**config.mk**
```make
export PLATFORM = sky130hd
export DESIGN_NAME = vga_scan_gen
export DESIGN_NICKNAME = d
export VERILOG_FILES = /design/src/rtl/vga_scan_gen.sv
export SDC_FILE = /design/constraint.sdc
export NUM_CORES = 1
export LEC_CHECK = 0
export ABC_CLOCK_PERIOD_IN_PS = 2000
export CAP_MARGIN = 20
export CORE_MARGIN = 1.5
export CORE_UTILIZATION = 45
export CTS_CLUSTER_SIZE = 25
export DETAILED_ROUTE_END_ITERATION = 8
export PLACE_DENSITY = 0.82
export SKIP_CTS_REPAIR_TIMING = 1
export SYNTH_ARGS = -nofsm -noshare
export SYNTH_HDL_FRONTEND = slang
export SYNTH_SLANG_ARGS = --single-unit
```
**constraint.sdc**
```tcl
create_clock -name clk -period 2 [get_ports clk]
set_input_delay 0.4 -clock clk [delete_from_list [all_inputs] [get_ports clk]]
set_output_delay 0.4 -clock clk [all_outputs]
set_load 0.05 [all_outputs]
```
**src/rtl/vga_scan_gen.sv**
```systemverilog
// ============================================================================
// vga_scan_gen: raster counters, sync generation and registered pixel output.
// Rev 1.0 - optional clk/2 pixel tick when VGA_SCAN_PIXDIV_EN is defined.
// ============================================================================
`default_nettype none

module vga_scan_gen #(
  parameter int H_VISIBLE = 640,
  parameter int H_FRONT   = 16,
  parameter int H_SYNC    = 96,
  parameter int H_BACK    = 48,
  parameter int V_VISIBLE = 480,
  parameter int V_FRONT   = 10,
  parameter int V_SYNC    = 2,
  parameter int V_BACK    = 33
) (
  input  logic       clk,
  input  logic       reset,
  output logic [9:0] col,
  output logic [9:0] row,
  input  logic [2:0] rgb_in,
  output logic [2:0] rgb,
  output logic       hsync,
  output logic       vsync,
  output logic       video_on,
  output logic       frame_start
);

  localparam logic [9:0] H_LAST   = 10'(H_VISIBLE + H_FRONT + H_SYNC + H_BACK - 1);
  localparam logic [9:0] V_LAST   = 10'(V_VISIBLE + V_FRONT + V_SYNC + V_BACK - 1);
  localparam logic [9:0] H_VIS    = 10'(H_VISIBLE);
  localparam logic [9:0] V_VIS    = 10'(V_VISIBLE);
  localparam logic [9:0] HS_START = 10'(H_VISIBLE + H_FRONT);
  localparam logic [9:0] HS_END   = 10'(H_VISIBLE + H_FRONT + H_SYNC);
  localparam logic [9:0] VS_START = 10'(V_VISIBLE + V_FRONT);
  localparam logic [9:0] VS_END   = 10'(V_VISIBLE + V_FRONT + V_SYNC);

  logic       tick;
  logic [9:0] col_q, col_d, row_q, row_d;
  logic [2:0] rgb_q, rgb_d;
  logic       hsync_q, hsync_d, vsync_q, vsync_d;
  logic       video_on_q, video_on_d, frame_start_q, frame_start_d;
  logic       vis0, hs0, vs0;

`ifdef VGA_SCAN_PIXDIV_EN
  // Toggle flop resets to 0 so the first tick lands on the second clk.
  logic div_q, div_d;

  always_comb div_d = ~div_q;

  always_ff @(posedge clk or posedge reset) begin
    if (reset) div_q <= 1'b0;
    else       div_q <= div_d;
  end

  assign tick = div_q;
`else
  assign tick = 1'b1;
`endif

  always_comb begin
    col_d         = col_q;
    row_d         = row_q;
    frame_start_d = 1'b0;
    if (tick) begin
      if (col_q == H_LAST) begin
        col_d = 10'd0;
        if (row_q == V_LAST) begin
          row_d         = 10'd0;
          frame_start_d = 1'b1;
        end else begin
          row_d = row_q + 10'd1;
        end
      end else begin
        col_d = col_q + 10'd1;
      end
    end
  end

  always_comb begin
    vis0 = (col_q < H_VIS) && (row_q < V_VIS);
    hs0  = !((col_q >= HS_START) && (col_q < HS_END));
    vs0  = !((row_q >= VS_START) && (row_q < VS_END));
  end

  // Stage 1 holds between ticks; blanking forces black regardless of rgb_in.
  always_comb begin
    rgb_d      = rgb_q;
    hsync_d    = hsync_q;
    vsync_d    = vsync_q;
    video_on_d = video_on_q;
    if (tick) begin
      rgb_d      = vis0 ? rgb_in : 3'b000;
      hsync_d    = hs0;
      vsync_d    = vs0;
      video_on_d = vis0;
    end
  end

  always_ff @(posedge clk or posedge reset) begin
    if (reset) begin
      col_q         <= 10'd0;
      row_q         <= 10'd0;
      rgb_q         <= 3'b000;
      hsync_q       <= 1'b1;
      vsync_q       <= 1'b1;
      video_on_q    <= 1'b0;
      frame_start_q <= 1'b0;
    end else begin
      col_q         <= col_d;
      row_q         <= row_d;
      rgb_q         <= rgb_d;
      hsync_q       <= hsync_d;
      vsync_q       <= vsync_d;
      video_on_q    <= video_on_d;
      frame_start_q <= frame_start_d;
    end
  end

  assign col         = col_q;
  assign row         = row_q;
  assign rgb         = rgb_q;
  assign hsync       = hsync_q;
  assign vsync       = vsync_q;
  assign video_on    = video_on_q;
  assign frame_start = frame_start_q;

endmodule

`default_nettype wire

```
==> flow_results.xml, run 1 <==
<?xml version="1.0" encoding="UTF-8"?>
<metrics>
  <group name="status">
    <metric name="status" unit="">finished clean</metric>
  </group>
  <group name="global_routing">
    <metric name="grt_max_degree" unit="">28</metric>
    <metric name="grt_pass1_wl" unit="mm">4.264</metric>
    <metric name="gr-usage-all-layers" unit="%">16.90</metric>
    <metric name="grt_remaining_overflow" unit="">0</metric>
    <metric name="grt_antenna_before_repair" unit="">0</metric>
    <metric name="grt_pass1_vias" unit="">968</metric>
  </group>
  <group name="floorplan">
    <metric name="coreArea" unit="sq mm">0.002734</metric>
    <metric name="floorplan.rows" unit="">19</metric>
    <metric name="die_area" unit="sq mm">0.003179</metric>
    <metric name="floorplan.initialDensity" unit="%">46.91</metric>
    <metric name="floorplan.die.height" unit="um">56.39</metric>
    <metric name="ioPinCount" unit="">32</metric>
    <metric name="dieWidth" unit="um">56.39</metric>
  </group>
  <group name="clock_tree">
    <metric name="tritoncts_clock_tree" unit="">yes</metric>
    <metric name="worst_skew_pair.late_latency" unit="ps">320</metric>
    <metric name="clk_path_buf_depth" unit="">2</metric>
    <metric name="cts_buffers" unit="">3</metric>
    <metric name="h-tree-depth" unit="">1</metric>
    <metric name="clock-sinks" unit="">27</metric>
    <metric name="clock_transition_at_the_registers_of_the_reported_paths" unit="ps">140</metric>
    <metric name="root_buffer" unit="">sky130_fd_sc_hd__clkbuf_4</metric>
  </group>
  <group name="timing">
    <metric name="finalCriticalPeriod" unit="ps">1880</metric>
    <metric name="timing_worst_slew_pin_value" unit="ps">506.5</metric>
    <metric name="grt_setup_unrepaired" unit="">false</metric>
    <metric name="part_of_the_cycle_the_worst_path_needs" unit="%">93.98</metric>
    <metric name="final_max_slew_viol_count" unit="">0</metric>
    <metric name="fmax" unit="GHz">0.5320</metric>
    <metric name="finalSetupViolCount" unit="">0</metric>
    <metric name="timing.final.ws_setup" unit="ps">120.5</metric>
    <metric name="clock_skew" unit="ps">5.616</metric>
    <metric name="timing.final.hold_violations" unit="">0</metric>
    <metric name="worst_slew_margin" unit="%">66.13</metric>
  </group>
  <group name="logic_synthesis">
    <metric name="postSynthNetCount" unit="">128</metric>
    <metric name="syn-mean-instance-area" unit="sq um">10.78</metric>
    <metric name="synth_sequential_area_ratio" unit="%">52.88</metric>
    <metric name="ys_types" unit="">35</metric>
    <metric name="synth_edf_count" unit="">0</metric>
    <metric name="syn-cell-area" unit="sq mm">0.001282</metric>
    <metric name="leading_area_contributor_after_synthesis" unit="">sky130_fd_sc_hd__dfrtp_1</metric>
    <metric name="number_of_instances_in_the_synthesized_netlist" unit="">119</metric>
    <metric name="ys_ff_latch" unit="">27</metric>
    <metric name="asyncSetResetFlopFracSynth" unit="%">100.0</metric>
    <metric name="synth.top_cells.by_count" unit="">25 x sky130_fd_sc_hd__dfrtp_1, 9 x sky130_fd_sc_hd__nor2_1, 8 x sky130_fd_sc_hd__nand2_1, 7 x sky130_fd_sc_hd__nand3_1, 7 x sky130_fd_sc_hd__nand4_1</metric>
    <metric name="yosysMostFrequentCell" unit="">sky130_fd_sc_hd__dfrtp_1</metric>
    <metric name="synth_area_leaders" unit="">sky130_fd_sc_hd__dfrtp_1 49%, sky130_fd_sc_hd__dfstp_2 4.1%, sky130_fd_sc_hd__ha_1 3.9%</metric>
    <metric name="yosys.area.top_type_share" unit="%">48.78</metric>
    <metric name="warnings_synthesis" unit="">0</metric>
    <metric name="dominantRegCellSynth" unit="">sky130_fd_sc_hd__dfrtp_1</metric>
  </group>
  <group name="critical_path">
    <metric name="timing.critical_path.required" unit="ps">1600</metric>
    <metric name="crit_fanout" unit="">1</metric>
    <metric name="critPathArrivalTime" unit="ps">1480</metric>
    <metric name="critical_path.max_stage_delay" unit="ps">800</metric>
    <metric name="slowest_cell_on_the_critical_path" unit="">sky130_fd_sc_hd__clkdlybuf4s50_1</metric>
    <metric name="cell_type_group_with_the_largest_total_delay_on_the_critical_path" unit="">buffers and inverters</metric>
    <metric name="worst_setup_path_end_kind" unit="">output pin</metric>
    <metric name="worstSetupStartpointType" unit="">flip-flop</metric>
    <metric name="timing.critical_path.cells" unit="">clkdlybuf4s50_1</metric>
    <metric name="setup.worst_path.class" unit="">flip-flop to output pin</metric>
    <metric name="critical_path_buf_inv_count" unit="">1</metric>
  </group>
  <group name="power_and_ir_drop">
    <metric name="switching_power" unit="mW">0.1821</metric>
    <metric name="switching_share" unit="%">22.19</metric>
    <metric name="p_leak" unit="nW">0.8571</metric>
    <metric name="pwr_total" unit="mW">0.8210</metric>
    <metric name="power_density" unit="mW/mm^2">497.8</metric>
    <metric name="max-vdd-ir-drop" unit="uV">414.4</metric>
    <metric name="clock_power_share" unit="%">28.3</metric>
    <metric name="p_int" unit="mW">0.6388</metric>
    <metric name="combPwrFrac" unit="%">4.7</metric>
    <metric name="power.sequential.fraction" unit="%">67.0</metric>
  </group>
  <group name="detailed_routing">
    <metric name="routed-via-count" unit="">1009</metric>
    <metric name="remaining_drc_errors" unit="">0</metric>
    <metric name="ant_nets" unit="">0</metric>
    <metric name="detail_route.first_pass.iterations" unit="">4</metric>
    <metric name="total_wire_length_after_detailed_routing" unit="mm">2.536</metric>
    <metric name="routed_wire_length_per_instance" unit="um">13.63</metric>
    <metric name="route.detailed.vias_per_inst" unit="">5.425</metric>
    <metric name="drt_first_iter_violations" unit="">16</metric>
  </group>
  <group name="finish">
    <metric name="antenna-diode-count" unit="">0</metric>
    <metric name="area.growth.synth_to_final" unit="%">28.59</metric>
    <metric name="nNetsFinal" unit="">165</metric>
    <metric name="post_route_cells_drive_above_1_share" unit="%">19.35</metric>
  </group>
  <group name="job">
    <metric name="cap_viol_max_count" unit="">0</metric>
  </group>
  <group name="place">
    <metric name="gp_routability_congestion" unit="">0.8580</metric>
    <metric name="buffer_ports.inserted" unit="">31</metric>
    <metric name="detailedPlace.worstSlack" unit="ps">252.0</metric>
    <metric name="detailedPlacementHpwl" unit="mm">1.902</metric>
  </group>
  <group name="hold_path">
    <metric name="hp_class" unit="">primary input to async pin</metric>
  </group>
</metrics>
[area by class of cell]
type | count | area, sq um
Sequential cell | 27 | 678.2
Inverter | 6 | 22.52
Tap cell | 31 | 38.79
Clock buffer | 3 | 22.52
Clock inverter | 1 | 5.005
Fill cell | 233 | 1085
Multi-Input combinational cell | 84 | 569.3
Timing Repair Buffer | 34 | 312.8
[routing by layer]
layer / GRT usage [%] / up-vias / part of all wire (%)
met5: 0 / - / 0
met4: 7.143 / 0 / 1.5
met3: 2.074 / 4 / 3.5
met2: 28.07 / 23 / 49
met1: 22.36 / 499 / 45
li1: - / 483 / -
[state kept, by name, summed over array words and instances, names as in the netlist]
signal / flops
col: 10
row: 10
rgb: 3
frame_start: 1
hsync: 1
video_on: 1
vsync: 1
[path summary, 6_finish.rpt]
| path | startpoint | endpoint | slack (ps) | depth (start not counted) |
|---|---|---|---|---|
| setup / recovery | frame_start | frame_start | 120 | 1 |
| setup reg to reg | col[0] | row[7] | 240 | 5 |
| max in group asynchronous | reset | vsync | 1280 | 3 |
| hold / removal | reset | video_on | 420 | 3 |
| hold reg to reg | row[8] | row[8] | 530 | 1 |
| min in group clk | row[8] | row[8] | 530 | 1 |
[power by group through the flow]
stage	logic (mW)	clock network, mW	registers (mW)
global placement	0.0391	0	0.560
CTS	0.0398	0.244	0.550
floorplan	0.00999	0	0.571
global route	0.0424	0.259	0.551
detailed placement	0.0396	0	0.560
finish	0.0386	0.233	0.550
[cells in the final DEF, fill, tap and decap left out, types with 2 or more instances in the layout]
master	instances
sky130_fd_sc_hd__inv_1	6
sky130_fd_sc_hd__a21oi_1	2
sky130_fd_sc_hd__xor2_1	5
sky130_fd_sc_hd__nand3_1	7
sky130_fd_sc_hd__and2_1	6
sky130_fd_sc_hd__o21ai_0	4
sky130_fd_sc_hd__clkbuf_4	3
sky130_fd_sc_hd__nand4_1	7
sky130_fd_sc_hd__nor2b_1	2
sky130_fd_sc_hd__dfrtp_1	25
sky130_fd_sc_hd__nor3_2	2
sky130_fd_sc_hd__xnor2_1	5
sky130_fd_sc_hd__clkdlybuf4s50_1	9
sky130_fd_sc_hd__nand2b_1	2
sky130_fd_sc_hd__dlymetal6s2s_1	7
sky130_fd_sc_hd__nor3_1	5
sky130_fd_sc_hd__dfstp_2	2
sky130_fd_sc_hd__ha_1	4
sky130_fd_sc_hd__buf_4	18
sky130_fd_sc_hd__nand2_1	8
sky130_fd_sc_hd__nor2_1	9
[cell families (layout without fill, tap and decap cells)]
kind of cell / count (synthesis) / after routing / share of synthesized area, %
multiplexers: 2 / 2 / 1.659
XOR/XNOR: 10 / 10 / 6.829
AO/OA/AOI/OAI: 12 / 12 / 5.855
flip-flops: 27 / 27 / 52.88
buffers and inverters: 8 / 44 / 2.731
AND/OR/NAND/NOR: 56 / 56 / 26.15
adder cells (fa/ha/maj): 4 / 4 / 3.903
[per-stage QoR]
step                      TNS (ps)  cell area, sq um  instances  hold slack, ps  util (%)
after floorplan                  0              1282        119           451.2         -
after global placement           0              1604        182           501.7     58.67
after detailed placement         0              1604        182           510.2     58.67
after CTS                   -154.9              1632        186           419.5     59.68
after global routing             0              1649        186           458.7     60.32
final                            0              1649        186           417.0     60.32
Note: power is estimated with default switching activity, not from simulation.
==> run 2: changes to the inputs <==
--- a/config.mk
+++ b/config.mk
@@ -8,11 +8,12 @@
 export ABC_CLOCK_PERIOD_IN_PS = 2000
 export CAP_MARGIN = 20
 export CORE_MARGIN = 1.5
-export CORE_UTILIZATION = 45
+export CORE_UTILIZATION = 48
 export CTS_CLUSTER_SIZE = 25
 export DETAILED_ROUTE_END_ITERATION = 8
-export PLACE_DENSITY = 0.82
+export PLACE_DENSITY = 0.86
 export SKIP_CTS_REPAIR_TIMING = 1
 export SYNTH_ARGS = -nofsm -noshare
 export SYNTH_HDL_FRONTEND = slang
 export SYNTH_SLANG_ARGS = --single-unit
+export TNS_END_PERCENT = 1
==> flow_results.xml, run 2 (same netlist as run 1, synthesis figures left out) <==
<?xml version="1.0" encoding="UTF-8"?>
<metrics>
  <group name="status">
    <metric name="status" unit="">finished clean</metric>
  </group>
  <group name="timing">
    <metric name="final_max_slew_viol_count" unit="">0</metric>
    <metric name="grt_setup_unrepaired" unit="">false</metric>
    <metric name="timing_worst_slew_pin_value" unit="ps">517.4</metric>
    <metric name="finalCriticalPeriod" unit="ps">1886</metric>
    <metric name="finalSetupViolCount" unit="">0</metric>
    <metric name="part_of_the_cycle_the_worst_path_needs" unit="%">94.30</metric>
    <metric name="clock_skew" unit="ps">3.969</metric>
    <metric name="timing.final.hold_violations" unit="">0</metric>
    <metric name="fmax" unit="GHz">0.5302</metric>
    <metric name="worst_slew_margin" unit="%">65.45</metric>
  </group>
  <group name="finish">
    <metric name="nNetsFinal" unit="">166</metric>
    <metric name="antenna-diode-count" unit="">0</metric>
    <metric name="area.sequential" unit="sq um">678.2</metric>
    <metric name="post_route_cells_drive_above_1_share" unit="%">19.87</metric>
    <metric name="leading_cell_type_in_the_layout_fill_and_taps_excluded" unit="">sky130_fd_sc_hd__dfrtp_1</metric>
    <metric name="area.growth.synth_to_final" unit="%">28.59</metric>
    <metric name="multiInputGateArea" unit="sq um">569.3</metric>
    <metric name="nFillCells" unit="">200</metric>
    <metric name="final-instance-count-excl-fill" unit="">186</metric>
    <metric name="layout_common_cells" unit="">25 x sky130_fd_sc_hd__dfrtp_1, 20 x sky130_fd_sc_hd__buf_4, 9 x sky130_fd_sc_hd__nor2_1, 9 x sky130_fd_sc_hd__clkdlybuf4s50_1, 8 x sky130_fd_sc_hd__nand2_1</metric>
  </group>
  <group name="critical_path">
    <metric name="timing.critical_path.cells" unit="">clkdlybuf4s50_1</metric>
    <metric name="cell_type_group_with_the_largest_total_delay_on_the_critical_path" unit="">buffers and inverters</metric>
    <metric name="crit-reg2reg-launch" unit="">col[0]</metric>
    <metric name="worst_setup_path_end_kind" unit="">output pin</metric>
    <metric name="reg2reg_to" unit="">row[4]</metric>
    <metric name="rrSetupSlack" unit="ps">280</metric>
    <metric name="slowest_cell_on_the_critical_path" unit="">sky130_fd_sc_hd__clkdlybuf4s50_1</metric>
    <metric name="worstSetupStartpointType" unit="">flip-flop</metric>
    <metric name="critical_path_buf_inv_count" unit="">1</metric>
    <metric name="setup.worst_path.class" unit="">flip-flop to output pin</metric>
    <metric name="crit_fanout" unit="">1</metric>
    <metric name="timing.critical_path.required" unit="ps">1600</metric>
    <metric name="critPathArrivalTime" unit="ps">1490</metric>
    <metric name="critical_path.max_stage_delay" unit="ps">800</metric>
    <metric name="rr_worst_depth" unit="">6</metric>
  </group>
  <group name="clock_tree">
    <metric name="h-tree-depth" unit="">1</metric>
    <metric name="worst_skew_pair.late_latency" unit="ps">330</metric>
    <metric name="clock-sinks" unit="">27</metric>
    <metric name="clk_path_buf_depth" unit="">2</metric>
    <metric name="clock_transition_at_the_registers_of_the_reported_paths" unit="ps">130</metric>
    <metric name="cts_buffers" unit="">3</metric>
    <metric name="tritoncts_clock_tree" unit="">yes</metric>
    <metric name="root_buffer" unit="">sky130_fd_sc_hd__clkbuf_4</metric>
  </group>
  <group name="place">
    <metric name="buffer_ports.inserted" unit="">31</metric>
    <metric name="dpl.cell_count" unit="">182</metric>
    <metric name="detailedPlacementHpwl" unit="mm">1.991</metric>
    <metric name="gp_routability_congestion" unit="">0.8599</metric>
  </group>
  <group name="detailed_routing">
    <metric name="detail_route.first_pass.iterations" unit="">4</metric>
    <metric name="drt_first_iter_violations" unit="">26</metric>
    <metric name="routed_wire_length_per_instance" unit="um">14.36</metric>
    <metric name="routed-via-count" unit="">1038</metric>
    <metric name="ant_nets" unit="">0</metric>
    <metric name="route.detailed.vias_per_inst" unit="">5.581</metric>
    <metric name="total_wire_length_after_detailed_routing" unit="mm">2.671</metric>
    <metric name="remaining_drc_errors" unit="">0</metric>
  </group>
  <group name="floorplan">
    <metric name="floorplan.initialDensity" unit="%">51.30</metric>
    <metric name="ioPinCount" unit="">32</metric>
    <metric name="floorplan.die.height" unit="um">54.69</metric>
    <metric name="die_area" unit="sq mm">0.002991</metric>
    <metric name="coreArea" unit="sq mm">0.002500</metric>
    <metric name="floorplan.rows" unit="">18</metric>
    <metric name="dieWidth" unit="um">54.69</metric>
  </group>
  <group name="power_and_ir_drop">
    <metric name="power_density" unit="mW/mm^2">497.2</metric>
    <metric name="p_leak" unit="nW">0.8431</metric>
    <metric name="pwr_total" unit="mW">0.8200</metric>
    <metric name="max-vdd-ir-drop" unit="uV">393.4</metric>
  </group>
  <group name="job">
    <metric name="cap_viol_max_count" unit="">0</metric>
  </group>
  <group name="global_routing">
    <metric name="grt_max_degree" unit="">28</metric>
    <metric name="gr-usage-all-layers" unit="%">19.83</metric>
    <metric name="grt_antenna_before_repair" unit="">0</metric>
    <metric name="grt_pass1_wl" unit="mm">4.071</metric>
    <metric name="grt_pass1_vias" unit="">891</metric>
    <metric name="grt_remaining_overflow" unit="">0</metric>
  </group>
  <group name="hold_path">
    <metric name="hp_class" unit="">primary input to async pin</metric>
  </group>
</metrics>
[run 2: worst max-delay path by stage]
stage | startpoint | to | slack [ps] | depth (start not counted)
after floorplan | col[0] | row[8] | 50 | 5
after global placement | col[0] | row[4] | 350 | 6
after detailed placement | col[0] | row[4] | 300 | 6
after CTS | col[9] | col[9] | -30 | 1
after global routing | rgb[0] | rgb[0] | 70 | 1
final | rgb[0] | rgb[0] | 110 | 1
[run 2: routing by layer]
metal | wire (um) | up-vias | GRT usage (%)
met3 | 152 | 5 | 2.732
met1 | 1115 | 507 | 25.09
li1 | - | 490 | -
met2 | 1349 | 36 | 32.34
met4 | 53 | 0 | 11.25
met5 | 0 | - | 0
[run 2: where the power goes]
group / internal, mW / switching [mW]
logic: 0.0146 / 0.0242
registers: 0.549 / 0.000864
clock network: 0.0785 / 0.153
total: 0.642 / 0.178
[run 2: layout make-up]
class / instances / share of cell area, %
Tap cell: 30 / 2.276
Clock buffer: 4 / 1.593
Sequential cell: 27 / 41.12
Timing Repair Buffer: 35 / 19.12
Multi-Input combinational cell: 84 / 34.52
Inverter: 6 / 1.366
[run 2: through the flow]
step | area [sq um] | worst slack [ps] | setup TNS (ps) | utilization, % | hold WS (ps)
2_1_floorplan | 1282 | 50.53 | 0 | - | 451.2
3_3_place_gp | 1608 | 351.4 | 0 | 64.31 | 501.2
3_5_place_dp | 1608 | 304.1 | 0 | 64.31 | 530.1
4_1_cts | 1634 | -26.72 | -51.44 | 65.37 | 413.6
5_1_grt | 1649 | 65.99 | 0 | 65.97 | 467.8
6_report | 1649 | 114.0 | 0 | 65.97 | 407.0
